**src/rtl/bias_stream_ctrl.sv**
```systemverilog
// bias_stream_ctrl: streams the bias ROM, all KERNELS words per pixel, PIXELS
// times per frame, into an AP-FIFO style output stream. ROM reads are only
// issued when the 2-entry output buffer is guaranteed room for the returning
// word, so backpressure never loses or duplicates data.
//
// state | meaning
// IDLE  | waiting for ap_start; ap_idle high
// RUN   | issuing ROM reads whenever a buffer credit is available
// DRAIN | every read issued; emptying the buffer, ap_done after the last write
module bias_stream_ctrl #(
    parameter int KERNELS    = 16,
    parameter int PIXELS     = 64,
    parameter int DATA_WIDTH = 16,
    localparam int AW = (KERNELS > 1) ? $clog2(KERNELS) : 1
) (
    input  logic                  ap_clk,
    input  logic                  ap_rst_n,
    input  logic                  ap_start,
    output logic                  ap_done,
    output logic                  ap_idle,
    output logic [AW-1:0]         rom_address,
    output logic                  rom_ce,
    input  logic [DATA_WIDTH-1:0] rom_q,
    output logic [DATA_WIDTH-1:0] output_V_din,
    input  logic                  output_V_full_n,
    output logic                  output_V_write
);

    localparam int PW = (PIXELS > 1) ? $clog2(PIXELS) : 1;
    localparam logic [AW-1:0] KERN_LAST = AW'(KERNELS - 1);
    localparam logic [PW-1:0] PIX_LAST  = PW'(PIXELS - 1);

    typedef enum logic [1:0] {
        ST_IDLE  = 2'd0,
        ST_RUN   = 2'd1,
        ST_DRAIN = 2'd2
    } state_t;

    state_t                state_q, state_d;
    logic [AW-1:0]         kern_q, kern_d;
    logic [PW-1:0]         pix_q, pix_d;
    logic [1:0]            occ_q, occ_d;
    logic                  inflight_q, inflight_d;
    logic [DATA_WIDTH-1:0] buf0_q, buf0_d;
    logic [DATA_WIDTH-1:0] buf1_q, buf1_d;
    logic                  done_q, done_d;

    logic       pop;
    logic       push;
    logic [2:0] level;
    logic       issue;

    // Credit accounting: words held plus the word returning from the ROM,
    // less the word leaving this cycle, must leave room for one more read.
    always_comb begin
        pop   = (occ_q != 2'd0) && output_V_full_n;
        push  = inflight_q;
        level = {1'b0, occ_q} + {2'b00, inflight_q} - {2'b00, pop};
        issue = (state_q == ST_RUN) && (level <= 3'd1);
    end

    // Next-state logic: sequencing counters and frame completion.
    always_comb begin
        state_d    = state_q;
        kern_d     = kern_q;
        pix_d      = pix_q;
        done_d     = 1'b0;
        inflight_d = issue;
        case (state_q)
            ST_IDLE: begin
                if (ap_start) begin
                    state_d = ST_RUN;
                    kern_d  = '0;
                    pix_d   = '0;
                end
            end
            ST_RUN: begin
                if (issue) begin
                    if (kern_q == KERN_LAST) begin
                        kern_d = '0;
                        if (pix_q == PIX_LAST) begin
                            state_d = ST_DRAIN;
                        end else begin
                            pix_d = pix_q + PW'(1);
                        end
                    end else begin
                        kern_d = kern_q + AW'(1);
                    end
                end
            end
            ST_DRAIN: begin
                // Last word leaves with nothing behind it in the buffer or the ROM.
                if (!inflight_q && (occ_q == 2'd1) && pop) begin
                    state_d = ST_IDLE;
                    done_d  = 1'b1;
                end
            end
            default: state_d = ST_IDLE;
        endcase
    end

    // Output buffer: buf0 is always the head; simultaneous push and pop allowed.
    always_comb begin
        buf0_d = buf0_q;
        buf1_d = buf1_q;
        occ_d  = occ_q;
        case ({push, pop})
            2'b10: begin
                if (occ_q == 2'd0) buf0_d = rom_q;
                else               buf1_d = rom_q;
                occ_d = occ_q + 2'd1;
            end
            2'b01: begin
                buf0_d = buf1_q;
                occ_d  = occ_q - 2'd1;
            end
            2'b11: begin
                if (occ_q == 2'd1) begin
                    buf0_d = rom_q;
                end else begin
                    buf0_d = buf1_q;
                    buf1_d = rom_q;
                end
            end
            default: ;
        endcase
    end

    // State registers; reset discards any word still returning from the ROM.
    always_ff @(posedge ap_clk or negedge ap_rst_n) begin
        if (!ap_rst_n) begin
            state_q    <= ST_IDLE;
            kern_q     <= '0;
            pix_q      <= '0;
            occ_q      <= 2'd0;
            inflight_q <= 1'b0;
            buf0_q     <= '0;
            buf1_q     <= '0;
            done_q     <= 1'b0;
        end else begin
            state_q    <= state_d;
            kern_q     <= kern_d;
            pix_q      <= pix_d;
            occ_q      <= occ_d;
            inflight_q <= inflight_d;
            buf0_q     <= buf0_d;
            buf1_q     <= buf1_d;
            done_q     <= done_d;
        end
    end

    // The credit rule must make a push into a full buffer impossible.
    a_no_overflow: assert property (@(posedge ap_clk) disable iff (!ap_rst_n)
        !(push && !pop && (occ_q == 2'd2)));

    // Output assignments.
    always_comb begin
        ap_idle        = (state_q == ST_IDLE);
        ap_done        = done_q;
        rom_ce         = issue;
        rom_address    = kern_q;
        output_V_din   = buf0_q;
        output_V_write = pop;
    end

endmodule

```
**config.mk**
```make
export PLATFORM = sky130hd
export DESIGN_NAME = bias_stream_ctrl
export DESIGN_NICKNAME = d
export VERILOG_FILES = /design/src/rtl/bias_stream_ctrl.sv
export SDC_FILE = /design/constraint.sdc
export NUM_CORES = 1
export LEC_CHECK = 0
export CAP_MARGIN = 20
export CORE_MARGIN = 3
export CORE_UTILIZATION = 55
export DETAILED_ROUTE_END_ITERATION = 7
export PLACE_DENSITY = 0.89
export SYNTH_ARGS = -nofsm -noshare
export SYNTH_HDL_FRONTEND = slang
export SYNTH_SLANG_ARGS = --single-unit
```
**constraint.sdc**
```tcl
create_clock -name ap_clk -period 9.7 [get_ports ap_clk]
set_input_delay 0.97 -clock ap_clk [delete_from_list [all_inputs] [get_ports ap_clk]]
set_output_delay 0.97 -clock ap_clk [all_outputs]
set_load 0.02 [all_outputs]
```
==> results of run 1 <==
[power by group]
| part | internal [uW] | total (uW) | leakage (uW) | switching, uW |
|---|---|---|---|---|
| sequential | 291 | 353 | 0.000580 | 61.9 |
| combinational | 261 | 525 | 0.000653 | 264 |
| clock | 84.3 | 153 | 0.0000614 | 68.3 |
[through the flow]
step	setup slack, ps	utilization [%]	cells
after detailed placement	4951	71.28	274
after global routing	4728	75.20	283
after floorplan	6142	-	185
after CTS	4862	74.47	282
final	4845	75.20	283
after global placement	5029	71.28	274
[worst max-delay path, cell delays in order]
cell,delay [ps]
sky130_fd_sc_hd__clkdlybuf4s50_1,530
sky130_fd_sc_hd__nand2b_2,110
sky130_fd_sc_hd__ha_1,370
sky130_fd_sc_hd__inv_1,90
sky130_fd_sc_hd__ha_1,140
sky130_fd_sc_hd__inv_1,50
sky130_fd_sc_hd__fa_1,520
sky130_fd_sc_hd__and3b_1,240
sky130_fd_sc_hd__nand2_1,110
sky130_fd_sc_hd__inv_1,130
sky130_fd_sc_hd__clkdlybuf4s50_1,620
[cells in the mapped netlist (2+ instances only)]
cell                      number  share of area (%)
sky130_fd_sc_hd__buf_4         2               0.67
sky130_fd_sc_hd__nand3_1       6                1.3
sky130_fd_sc_hd__nor3b_1       3                1.0
sky130_fd_sc_hd__a21oi_2       2               0.78
sky130_fd_sc_hd__ha_1          6                3.4
sky130_fd_sc_hd__a21o_1       16                5.4
sky130_fd_sc_hd__a22o_1       15                5.9
sky130_fd_sc_hd__o21ai_0       5                1.1
sky130_fd_sc_hd__xnor2_1       2               0.78
sky130_fd_sc_hd__inv_1         8                1.3
sky130_fd_sc_hd__o31ai_1       4                1.3
sky130_fd_sc_hd__a21oi_1       6                1.3
sky130_fd_sc_hd__dfrtp_1      48                 54
sky130_fd_sc_hd__nor2_1        7                1.2
sky130_fd_sc_hd__mux2_2       17                8.6
sky130_fd_sc_hd__nand2_1      13                2.2
sky130_fd_sc_hd__mux2i_1       2               0.89
[cell families (layout without fill, tap and decap cells)]
| logic type | Yosys count | in the layout |
|---|---|---|
| compound gates | 54 | 54 |
| flops | 48 | 48 |
| simple gates | 41 | 41 |
| mux | 19 | 19 |
| buf+inv | 12 | 62 |
| fa+ha+maj | 7 | 7 |
| xor+xnor | 4 | 4 |
[layout make-up]
type / count / area, um2
sequential: 48 / 1201
multi-input combinational: 125 / 975.9
fill: 251 / 942.2
timing repair buffer: 46 / 467.9
clock buffer: 6 / 82.58
tap: 48 / 60.06
clock inverter: 2 / 38.79
inverter: 8 / 30.03
[routing by layer]
metal	vias up	share of wire, %	wire (um)
met5	-	0	0
met1	855	43	2101
met2	63	49	2424
met3	12	6.2	305
met4	0	1.9	93
li1	772	-	-
[worst paths after layout]
| check | from | to | slack [ps] |
|---|---|---|---|
| setup / recovery | output_V_full_n | rom_ce | 4850 |
| hold / removal | output_V_din[3] | output_V_din[3] | 500 |
| setup reg to reg | occ_q[1] | pix_q[0] | 6230 |
| hold reg to reg | output_V_din[3] | output_V_din[3] | 500 |
| max in group asynchronous | ap_rst_n | buf1_q[0] | 8560 |
| min in group asynchronous | ap_rst_n | output_V_din[3] | 640 |
[registers in the layout (all words and copies together), names as in the netlist]
name	cells
buf1_q	16
output_V_din	16
pix_q	6
rom_address	4
occ_q	2
state_q	2
ap_done	1
inflight_q	1
==> flow_results.org, run 1 <==
** Timing
- Final number of setup-violating endpoints :: 0
- The tightest hold path in the finished design has a slack of 495.8 ps.
- At the pin with the least slew margin, the transition time is 868.9 ps.
- In the finished design, the share of the clock period the worst path needs comes to 50.05%.
- Number of endpoints with negative hold slack in the final report :: 0
- Final slew viol count :: 0
- Setup total negative slack on the finished layout was measured at 0 ps.
- Across the routed clock network, the largest skew measured is 8.038 ps.
- Setup repair after global routing missed its margin :: no
- In this run the tightest slew margin relative to its limit is 41.95%.
- Period minus WS final :: 4855 ps
- Based on the critical path, the design can be clocked at up to 0.2060 GHz.

** Global route
- The total overflow left after global routing is 0.
- Met1 global-route usage :: 25.00%
- Met2 GRT Util :: 33.89%
- Global routing consumed, on the met3 layer, 6.087% of the routing resources.
- First-pass GRT wire length :: 7935 um
- Largest net degree at the start of global routing :: 49
- GRT busiest layer :: met2
- Via count of the first global-routing pass :: 1709
- The number of antenna violations at the first check in global routing is 0.
- Global routing consumed, over all layers together, 20.56% of the routing resources.

** Routing
- In the routed layout, each cell is associated on average with a via count of 6.014.
- Summing over every cut layer, the via total after detailed routing is 1702.
- Final routed DRC violation total :: 0
- Number of design-rule violations left by the first detailed-router iteration :: 62
- Antenna Nets Post-Route :: 0
- First drt pass iteration count :: 4
- After detailed routing, the average wire length per cell comes to 17.40 um.
- Wire length after detailed routing :: 4925 um

** Yosys
- Post-synthesis adder-cell area fraction :: 4.248%
- Distinct cell type count after synthesis :: 40
- Share of synthesized area occupied by flip-flops and latches :: 53.66%
- Largest family of logic cells by synthesized area :: compound AO/OA/AOI/OAI gates
- Of all flip-flops after synthesis, the portion carrying an async set or reset was 100.0%.
- Predominant post-synthesis flop cell :: sky130_fd_sc_hd__dfrtp_1
- Post-Synthesis Net Count :: 212
- Summing the areas of all xor and xnor instances in the mapped netlist gives 1.901% of the synthesized area.
- The synthesized design contains 48 register bits.
- After synthesis, the mean cell area works out to 12.10 um2.
- Post-synth EDFFs :: 0
- Compound-Gate Fraction of Synth Area :: 18.39%
- Share of synthesized area spent on multiplexers :: 9.447%
- Synthesis produced a netlist whose cell count is 185.
- Number of warnings issued by yosys :: 0
- The synthesized netlist devotes 9.614% of its cell area to simple gates.
- After synthesis the cells add up to 0.002238 mm2.

** Clock network
- Clock tree synthesis inserted a total of 5 buffers.
- Counting along the longest clock path gives a buffer depth of 2.
- The number of hold buffers added after CTS was 0.
- After clock tree synthesis, the clock-pin slew on the worst setup and hold paths is 90 ps.
- The clock reaches the later pin of the worst-skew pair after 310 ps.
- Buffers added to address setup during post-CTS repair amount to 0.
- TritonCTS clock tree :: built
- Clock root buffer :: sky130_fd_sc_hd__clkbuf_8
- The H-tree was split into 2 levels.
- Clock tree synthesis found a total of 48 sinks.
- After clock tree synthesis, the repair step resized 0 gates.

** Setup path
- By startpoint and endpoint, the worst setup path is classified as in2out.
- The worst setup path is launched from a primary input.
- At the worst endpoint, the required time is 8730 ps.
- Length in cells of the worst reg-to-reg path :: 12
- Of all nets on the critical path, the largest fanout is 4.
- Sort of element at the end of the critical path :: primary output
- Data arrives at the worst endpoint at 3880 ps.

** Finish
- In the layout the commonest cells are sky130_fd_sc_hd__dfrtp_1 (48), sky130_fd_sc_hd__clkdlybuf4s50_1 (42), sky130_fd_sc_hd__mux2_2 (17).
- Number of antenna diodes :: 0
- The finished cells cover 0.002856 mm2.
- Ratio of cells with drive above 1 in the final layout :: 15.32%
- The library cell used most frequently in the layout, excluding fill and tap cells, is sky130_fd_sc_hd__dfrtp_1.
- Area added between synthesis and finish :: 27.61%
- For this run, the post-layout net count is 261.

** Floorplanning
- CORE AREA :: 0.003799 mm2
- Number of ports placed on the die boundary :: 44
- Total number of placement rows :: 22
- The initial utilization of the core area, before any placement, comes to 58.93%.
- Die outline width :: 69.80 um
- Die outline area :: 0.004871 mm2
- The floorplan step set the die height to 69.80 um.

** Pwr
- IR analysis of the VDD net gives a maximum drop of 0.2330 mV.
- The design draws 1030 uW.
- Pwr Density :: 360.6 mW/mm2
- In this run the static leakage power is 0.001295 uW.

** Place
- Summing all placed instances gives a cell area of 0.002708 mm2.
- Port buffering added 43 buffers.
- The wire-length estimate of the detail-placed layout is 3236 um.
- The congestion estimate from routability-driven global placement came to 0.8540.

** Worst hold path
- Hold Path Class :: reg2reg
- Worst Hold Depth :: 2

** Job
- Max-cap viol count :: 0

** Outcome
- The run finished with clean final reports.
Power figures use the tool's default switching activity.
==> run 2, diff against run 1 <==
--- a/config.mk
+++ b/config.mk
@@ -7,9 +7,9 @@
 export LEC_CHECK = 0
 export CAP_MARGIN = 20
 export CORE_MARGIN = 3
-export CORE_UTILIZATION = 55
+export CORE_UTILIZATION = 46
 export DETAILED_ROUTE_END_ITERATION = 7
-export PLACE_DENSITY = 0.89
+export PLACE_DENSITY = 0.8
 export SYNTH_ARGS = -nofsm -noshare
 export SYNTH_HDL_FRONTEND = slang
 export SYNTH_SLANG_ARGS = --single-unit
==> constraint.sdc (replaced) <==
create_clock -name ap_clk -period 4.35 [get_ports ap_clk]
set_input_delay 0.435 -clock ap_clk [delete_from_list [all_inputs] [get_ports ap_clk]]
set_output_delay 0.435 -clock ap_clk [all_outputs]
set_load 0.02 [all_outputs]
==> flow_results.org, run 2 (synthesized netlist as in run 1, its figures left out) <==
** Timing
- Worst-case clock skew :: 9.555 ps
- Period minus WS final :: 3982 ps
- The hold violation count in the final report was 0.
- Setup repair after global routing left no endpoint under its margin.
- Setup violations remaining at the end of the flow were counted as 0.
- The count of final max-slew check failures is 0.
- Max frequency :: 0.2512 GHz
- Setup_tns :: 0 ps
- Headroom to the max-slew limit :: 41.60%
- At the pin with the least slew margin, the transition time is 874.1 ps.
- Period utilization :: 91.53%

** Global route
- Via count of the first global-routing pass :: 1601
- Entering global routing, the biggest net connects 49 pins.
- Total global routing overflow :: 0
- Initial antenna violation count :: 0
- In the global route stage, overall resource usage came out at 16.51%.
- First-pass GRT wire length :: 7245 um

** Pwr
- Cell leakage power :: 0.001278 uW
- Summing internal, switching and leakage power gives 2201 uW.
- IR analysis of the VDD net gives a maximum drop of 0.4785 mV.
- In this run the power density over the cells is 770.4 mW/mm2.

** Setup path
- Critical-path cell list :: inv_1 -> ha_1 -> nand2b_2 -> ha_1 -> inv_1 -> ha_1 -> inv_1 -> fa_1 -> and3b_1 -> nand2_1 -> inv_1 -> clkdlybuf4s50_1
- STA classifies the critical path startpoint as a flip-flop.
- Startpoint of the worst-slack reg-to-reg timing path :: occ_q[1]
- The endpoint identified for the worst register-to-register timing path is pix_q[0].
- STA puts the critical path data arrival time at 3550 ps.
- At the worst endpoint, the required time is 3910 ps.
- Counting stages on the worst path, the most repeated cell is sky130_fd_sc_hd__inv_1.
- For this run, the slowest stage of the critical path takes 620 ps.
- In this run the worst path has a maximum fanout of 4.
- Together, buffers and inverters on the worst path number 5.
- Standard cell with the maximum stage delay on the critical path :: sky130_fd_sc_hd__clkdlybuf4s50_1
- The number of cells on the worst reg-to-reg path is 12.
- Sort of element at the end of the critical path :: primary output
- In this run the register-to-register setup slack is 970 ps.
- Kind of critical path :: reg2out
- Largest delay share family, worst path :: adder cells

** Clock network
- H-tree lvl count :: 2
- Clock net sink count :: 48
- TritonCTS clock tree :: built
- Max Root-Sink Buffers :: 2
- For this design, the CTS-stage hold fixing added 0 buffers.
- Clock buffers created by TritonCTS :: 5
- Clock-pin slew was measured on the worst setup and hold paths at 90 ps.
- Clock root buffer :: sky130_fd_sc_hd__clkbuf_8
- Clock latency at the later pin of the worst-skew pair :: 300 ps
- Number of instances resized during post-cts repair :: 0
- The number of setup buffers added after CTS is 0.

** Worst hold path
- Worst Hold Depth :: 2
- The path with the worst hold slack has its endpoint at output_V_din[3].
- Startpoint of the worst hold path :: output_V_din[3]
- Hold Path Class :: reg2reg

** Routing
- In this run the remaining antenna-violating nets after routing total 0.
- Wire length after detailed routing :: 4452 um
- The first detailed-routing pass took 4 iterations.
- The routed layout has 1649 vias.
- In the routed design, unresolved DRC markers number 0.
- Routed length per instance :: 14.79 um
- After the first detailed-routing iteration, the DRC count stood at 78.
- After detailed routing, the number of vias per cell comes to 5.478.

** Finish
- Counting the fill cells in the layout gives 370.
- Ratio of cells with drive above 1 in the final layout :: 15.25%
- Compared with the post-synthesis result, the final layout area differs by 27.61%.
- In the layout the commonest cells are sky130_fd_sc_hd__dfrtp_1 (48), sky130_fd_sc_hd__clkdlybuf4s50_1 (42), sky130_fd_sc_hd__mux2_2 (17).
- Post-layout net count :: 262
- Number of antenna diodes :: 0
- Leaving out fill and tap cells, the most frequent cell in the layout is sky130_fd_sc_hd__dfrtp_1.

** Floorplanning
- Die Y :: 75.76 um
- The core region is 0.004534 mm2.
- Total number of placement rows :: 24
- Measured along the x axis, the die boundary spans 75.76 um.
- For this design the top-level I/O count stands at 44.
- Die outline area :: 0.005739 mm2
- For this configuration, the core starts out at a cell density of 49.37%.

** Place
- The congestion estimate from routability-driven global placement came to 0.7821.
- Port-buffer cells :: 43
- DP HPWL :: 3079 um

** Outcome
- The run finished with clean final reports.

** Job
- Max-cap violations in this run came to 0.
==> run 2: changes by cell type in the layout (fill, tap and decap cells not counted), sizes merged <==
cell,delta
clkinvlp,+2
bufinv,-1
dlygate4sd3,+1
clkinv,-1
==> run 2: worst max-delay path by stage <==
stage                    start        to  slack [ps]  cells after the start
3_3_place_gp   output_V_full_n    rom_ce         740                     11
4_1_cts               occ_q[1]    rom_ce         340                     12
2_1_floorplan         occ_q[1]  pix_q[0]        1250                     12
3_5_place_dp   output_V_full_n    rom_ce         670                     11
5_1_grt               occ_q[1]    rom_ce         190                     12
6_report              occ_q[1]    rom_ce         370                     12
==> run 2: worst reg2reg max path, stage by stage, from the launching register on <==
cell and delay, ps:
sky130_fd_sc_hd__dfrtp_1 460, sky130_fd_sc_hd__inv_1 90, sky130_fd_sc_hd__ha_1 260, sky130_fd_sc_hd__nand2b_2 230, sky130_fd_sc_hd__ha_1 360, sky130_fd_sc_hd__inv_1 80, sky130_fd_sc_hd__ha_1 140, sky130_fd_sc_hd__inv_1 50
sky130_fd_sc_hd__fa_1 510, sky130_fd_sc_hd__and3b_1 230, sky130_fd_sc_hd__o211ai_1 150, sky130_fd_sc_hd__a21oi_1 340, sky130_fd_sc_hd__mux2_2 380
==> run 2: per-layer routing <==
layer	global-route usage, %	routed length, um
met1	19.80	1972
met2	28.90	2180
met3	4.881	267
met4	4.272	31
met5	0	0
==> run 2: where the power goes <==
part / switching (uW) / leakage (uW) / internal, uW
sequential: 137 / 0.000580 / 649
combinational: 554 / 0.000654 / 581
clock: 152 / 0.0000434 / 129
total: 843 / 0.00128 / 1360
==> run 2: layout make-up <==
type	instances	area, um2	share of cell area (%)
clock buffers	6	82.58	2.891
clock inverters	2	15.01	0.5256
inverters	8	30.03	1.051
multi-input cells	125	975.9	34.17
flip-flops and latches	48	1201	42.05
well taps	65	81.33	2.847
repair buffers	47	470.5	16.47
==> run 2: stage by stage <==
stage / utilization [%] / cell area [um2] / hold slack [ps] / worst slack (ps) / cells
final: 63.00 / 2856 / 494.9 / 368.5 / 301
after detailed placement: 60.18 / 2729 / 480.9 / 672.5 / 291
after global placement: 60.18 / 2729 / 482.5 / 735.8 / 291
after floorplan: - / 2238 / 139.4 / 1249 / 185
after CTS: 62.33 / 2826 / 357.1 / 342.3 / 299
after global routing: 63.00 / 2856 / 522.0 / 186.5 / 301
